`config.mk`:
```
export PLATFORM = sky130hd
export DESIGN_NAME = credit_receiver
export DESIGN_NICKNAME = d
export VERILOG_FILES = /design/src/rtl/credit_receiver.sv
export SDC_FILE = /design/constraint.sdc
export NUM_CORES = 1
export LEC_CHECK = 0
export CAP_MARGIN = 10
export CORE_MARGIN = 3
export CORE_UTILIZATION = 30
export CTS_CLUSTER_DIAMETER = 50
export DETAILED_ROUTE_END_ITERATION = 10
export GPL_TIMING_DRIVEN = 1
export SLEW_MARGIN = 30
export SYNTH_ARGS = -nofsm -noshare
export SYNTH_HDL_FRONTEND = slang
export SYNTH_SLANG_ARGS = --single-unit
```
`constraint.sdc`:
```
create_clock -name clk -period 22.6 [get_ports clk]
set_input_delay 4.52 -clock clk [delete_from_list [all_inputs] [get_ports clk]]
set_output_delay 4.52 -clock clk [all_outputs]
set_load 0.02 [all_outputs]
```
`src/rtl/credit_receiver.sv`:
```
// Credit-flow receive buffer: DEPTH-entry circular store, registered output, one credit per released beat.
// Latency 1 cycle from write to out_valid; in_ready is held high outside reset (no backpressure) and beats arriving without space are dropped and flagged in the sticky overflow flag.
module credit_receiver #(
  parameter  int DEPTH        = 8,
  parameter  int NUM_ELEMENTS = 4,
  parameter  int ELEM_WIDTH   = 32,
  localparam int DW           = NUM_ELEMENTS * ELEM_WIDTH,
  localparam int AW           = (DEPTH > 1) ? $clog2(DEPTH) : 1,
  localparam int CW           = $clog2(DEPTH + 1)
) (
  input  logic                    clk,
  input  logic                    rst,
  // beats from the credited sender
  input  logic [DW-1:0]           in_data,
  input  logic [NUM_ELEMENTS-1:0] in_keep,
  input  logic                    in_last,
  input  logic                    in_valid,
  output logic                    in_ready,
  // beats to the downstream consumer
  output logic [DW-1:0]           out_data,
  output logic [NUM_ELEMENTS-1:0] out_keep,
  output logic                    out_last,
  output logic                    out_valid,
  input  logic                    out_ready,
  // status
  output logic                    credit_return,
  output logic [CW-1:0]           occupancy,
  output logic                    overflow
);

  logic [DW-1:0]           data_mem [DEPTH];
  logic [NUM_ELEMENTS-1:0] keep_mem [DEPTH];
  logic                    last_mem [DEPTH];

  logic [AW-1:0] head_q, head_d;
  logic [AW-1:0] tail_q, tail_d;
  logic [CW-1:0] occ_q, occ_d;
  logic          ovf_q, ovf_d;
  logic          credit_q;

  logic deq;
  logic has_space;
  logic wr_en;

  function automatic logic [AW-1:0] ptr_inc(input logic [AW-1:0] p);
    return (p == AW'(DEPTH - 1)) ? '0 : p + 1'b1;
  endfunction

  // A full buffer still accepts a beat when the head leaves in the same cycle.
  assign deq       = (occ_q != '0) && out_ready;
  assign has_space = (occ_q < CW'(DEPTH)) || deq;
  assign wr_en     = in_valid && has_space;

  always_comb begin
    head_d = head_q;
    tail_d = tail_q;
    occ_d  = occ_q;
    ovf_d  = ovf_q;
    if (deq) begin
      head_d = ptr_inc(head_q);
    end
    if (wr_en) begin
      tail_d = ptr_inc(tail_q);
    end
    case ({wr_en, deq})
      2'b10:   occ_d = occ_q + CW'(1);
      2'b01:   occ_d = occ_q - CW'(1);
      default: occ_d = occ_q;
    endcase
    if (in_valid && !has_space) begin
      ovf_d = 1'b1;
    end
  end

  always_ff @(posedge clk) begin
    if (rst) begin
      head_q   <= '0;
      tail_q   <= '0;
      occ_q    <= '0;
      ovf_q    <= 1'b0;
      credit_q <= 1'b0;
    end else begin
      head_q   <= head_d;
      tail_q   <= tail_d;
      occ_q    <= occ_d;
      ovf_q    <= ovf_d;
      credit_q <= deq;
    end
  end

  // Storage is deliberately unreset; out_data is only meaningful with out_valid.
  always_ff @(posedge clk) begin
    if (wr_en && !rst) begin
      data_mem[tail_q] <= in_data;
      keep_mem[tail_q] <= in_keep;
      last_mem[tail_q] <= in_last;
    end
  end

  assign in_ready      = !rst;
  assign out_valid     = (occ_q != '0);
  assign out_data      = data_mem[head_q];
  assign out_keep      = keep_mem[head_q];
  assign out_last      = last_mem[head_q];
  assign credit_return = credit_q;
  assign occupancy     = occ_q;
  assign overflow      = ovf_q;

endmodule
```
==> metrics.md <==
| Metric | Value |
|---|---|
| Synth Cell Area | 0.0407 mm2 |
| Placed wire-length estimate | ~46000 um |
| Crit-path max FO | 17 |
| Initial Util | between 30% and 40% |
| Routed wire length | roughly 86000 um |
| Post-synth cell types | 28 |
| Post-CTS setup buffers | 0 |
| Top cell type's share of synthesized area | between 70 and 80% |
| Synth Instances | ~1600 |
| FF-to-FF setup slack | 19.11 ns |
| Total grt overflow | 0 |
| # fillers | 12000 |
| Leak | around 15 nW |
| Most common library cells after synthesis | edfxtp_1 (1064), mux4_2 (266), mux2_2 (134), clkbuf_1 (30), buf_6 (27) |
| Cell with the most instances after synthesis | edfxtp_1 |
| Post-Syn Nets | 1767 |
| Die X | around 370 um |
| Worst Hold Class | reg2reg |
| RSZ-0062 raised after global routing | false |
| Initial antenna violation count | 9 |
| Average size of a mapped cell | 25.1 um2 |
| Die height | 374 um |
| Hold path start | head_q[1] |
| Clk sinks | 1079 |
| First-pass GRT wire length | 129000 um |
| Routability cong. | between 0.6 and 0.7 |
| TritonCTS buffer count | 120 |
| Worst Tran Pin Value | roughly 0.96 ns |
| CP arrival | 6.21 ns |
| Vias/cell | roughly 4.6 |
| Pre-antenna DRT Iters | 5 |
| Clock skew | 0.0196 ns |
| Vias in the first global route | 19400 |
| Setup slack after placement | 11.87 ns |
| EDFF count, synth | around 1100 |
| Hold Path Stages | 2 |
| Setup TNS | 0 ns |
| Async SR Flop Fraction | 0% |
| Die ar. | roughly 0.14 mm2 |
| P&R area growth vs syn | 21.9% |
| Final Hold Violating Endpoints | 0 |
| Core Area | around 0.13 mm2 |
| Clk Latency, worst-skew pair | 0.72 ns |
| CTS clk-pin slew, worst paths | approximately 0.06 ns |
| Gr usage total | 12.4% |
| Pins Over Slew Limit | 0 |
| PwrDens | slightly above 100 mW/mm2 |
| Final setup vio count | 0 |
| Share of layout cells above drive strength 1 | a little under a third |
| Crit. End Element | output pin |
| Synthesized flop and latch total | 1079 |
| Fin crit period | around 11 ns |
| CP required | around 18 ns |
| Crit Path Class | in2out |
| Pin count of the biggest net entering global routing | around 110 |
| Clock root cell | clkbuf_16 |
| Post-CTS Hold Fix Bufs | 0 |
| Synth Flop Type | edfxtp_1 |
| R2R cell count | 4 |
| H-tree depth | 3 |
| Dominant cell type by area after synthesis | edfxtp_1 |
| Post-synthesis sequential area ratio | between 70% and 80% |
| Area contributors post-synth | edfxtp_1 (79%), mux4_2 (15%), mux2_2 (3.7%) |
| WL per Instance | about 22 um |
| Iter 0 DRT Violations | approximately 1000 |
| Max-slew headroom | a little over a third |
| Max Cap Violations | 0 |
| Reg2reg end | data_mem[6][90] |
| Port Buf Inserts | between 200 and 300 |
| # IOs | between 200 and 300 |
| CTS tree | built |
| Highest clock rate | ~93 MHz |
| Fin crit share | between 40% and 50% |
| Nets | 2125 |
| Residual DRC | 0 |
| CP Launch Type | input pin |
| Rows | about 130 |
| Status | finished clean |
| Bufs on Longest Clock Path | 3 |
| Yosys warnings | 0 |
| RR Startpoint | tail_q[2] |
| Setup WS post-layout | about 12 ns |
| ANT nets after route | 0 |
| Max IR drop VDD | a little over 0.00008 V |
| Vias | 17900 |
| Post-CTS Resized | 0 |
## metal layers
metal,up-vias,GRT usage (%),wire (um)
met4,4,4.27,2190
met3,147,3.03,4580
li1,7726,-,-
met1,9576,15.5,35700
met5,-,0,20
met2,418,21.0,44000
## placed cells by master (no fill, tap or decap), types with 3 or more instances in the layout
| master | count |
|---|---|
| mux2_2 | 134 |
| clkinv_1 | 22 |
| clkinv_4 | 3 |
| nand3_1 | 5 |
| clkinv_8 | 7 |
| mux4_2 | 266 |
| clkbuf_1 | 19 |
| clkinvlp_4 | 6 |
| nand2_1 | 10 |
| buf_6 | 3 |
| inv_1 | 3 |
| nor2_4 | 3 |
| nor2_1 | 7 |
| clkinv_2 | 19 |
| inv_8 | 3 |
| ha_1 | 7 |
| inv_6 | 8 |
| clkdlybuf4s50_1 | 277 |
| edfxtp_1 | 1064 |
| a21oi_1 | 9 |
| bufinv_16 | 14 |
| clkbuf_16 | 122 |
| xor2_1 | 3 |
| dfxtp_4 | 3 |
| dfxtp_1 | 12 |
| diode_2 | 6 |
| or3_1 | 3 |
| buf_4 | 30 |
## worst max-delay path by stage
stage	startpoint	endpoint	slack (ns)	cells past startpoint
after detailed placement	rst	in_ready	11.87	3
after floorplan	out_ready	data_mem[0][0]	3.15	3
after CTS	rst	in_ready	11.87	3
final	rst	in_ready	11.87	3
after global placement	rst	in_ready	11.86	3
after global routing	rst	in_ready	11.81	3
## cell type report
| class | count | area [um2] | area share [%] |
|---|---|---|---|
| diodes | 6 | 15.0 | 0.0303 |
| repair buffers | 313 | 3110 | 6.26 |
| flip-flops and latches | 1079 | 32300 | 65.1 |
| clock buffers | 141 | 3120 | 6.30 |
| multi-input cells | 464 | 7960 | 16.0 |
| clock inverters | 83 | 907 | 1.83 |
| well taps | 1768 | 2210 | 4.46 |
| inverters | 3 | 11.3 | 0.0227 |
## stage by stage
stage	util, %	hold slack [ns]	instance area (um2)	cells	power, mW
after CTS	37.0	0.491	49500	3849	5.22
final	37.0	0.494	49600	3857	5.14
after global placement	33.9	0.452	45500	3625	3.24
after global routing	37.0	0.507	49600	3852	5.35
after detailed placement	34.0	0.486	45500	3625	3.26
after floorplan	-	0.454	40700	1623	2.96
## cells by family (layout without fill, tap and decap cells)
| group | count (synthesis) | count (layout) | synth area share, % |
|---|---|---|---|
| other cells | 0 | 6 | 0 |
| xor+xnor | 3 | 3 | 0.0646 |
| flops | 1079 | 1079 | 79.3 |
| compound gates | 12 | 12 | 0.151 |
| simple gates | 40 | 40 | 0.505 |
| fa+ha+maj | 7 | 7 | 0.215 |
| buf+inv | 80 | 540 | 1.28 |
| mux | 402 | 402 | 18.5 |
## sequential cells by signal (all words and copies together), names as in the netlist, named ones only
signal,cells
overflow,1
occupancy,4
tail_q,3
data_mem,1024
head_q,3
last_mem,8
keep_mem,32
credit_return,1
## critical path, cell delays in order
cell             delay [ns]
clkdlybuf4s50_1        0.91
inv_1                  0.17
clkdlybuf4s50_1        0.60
## where the power goes
group	internal (mW)	switching, mW
clock	1.16	0.782
combinational	0.491	0.436
sequential	2.24	0.0289
Note: power is estimated with default switching activity, not from simulation.
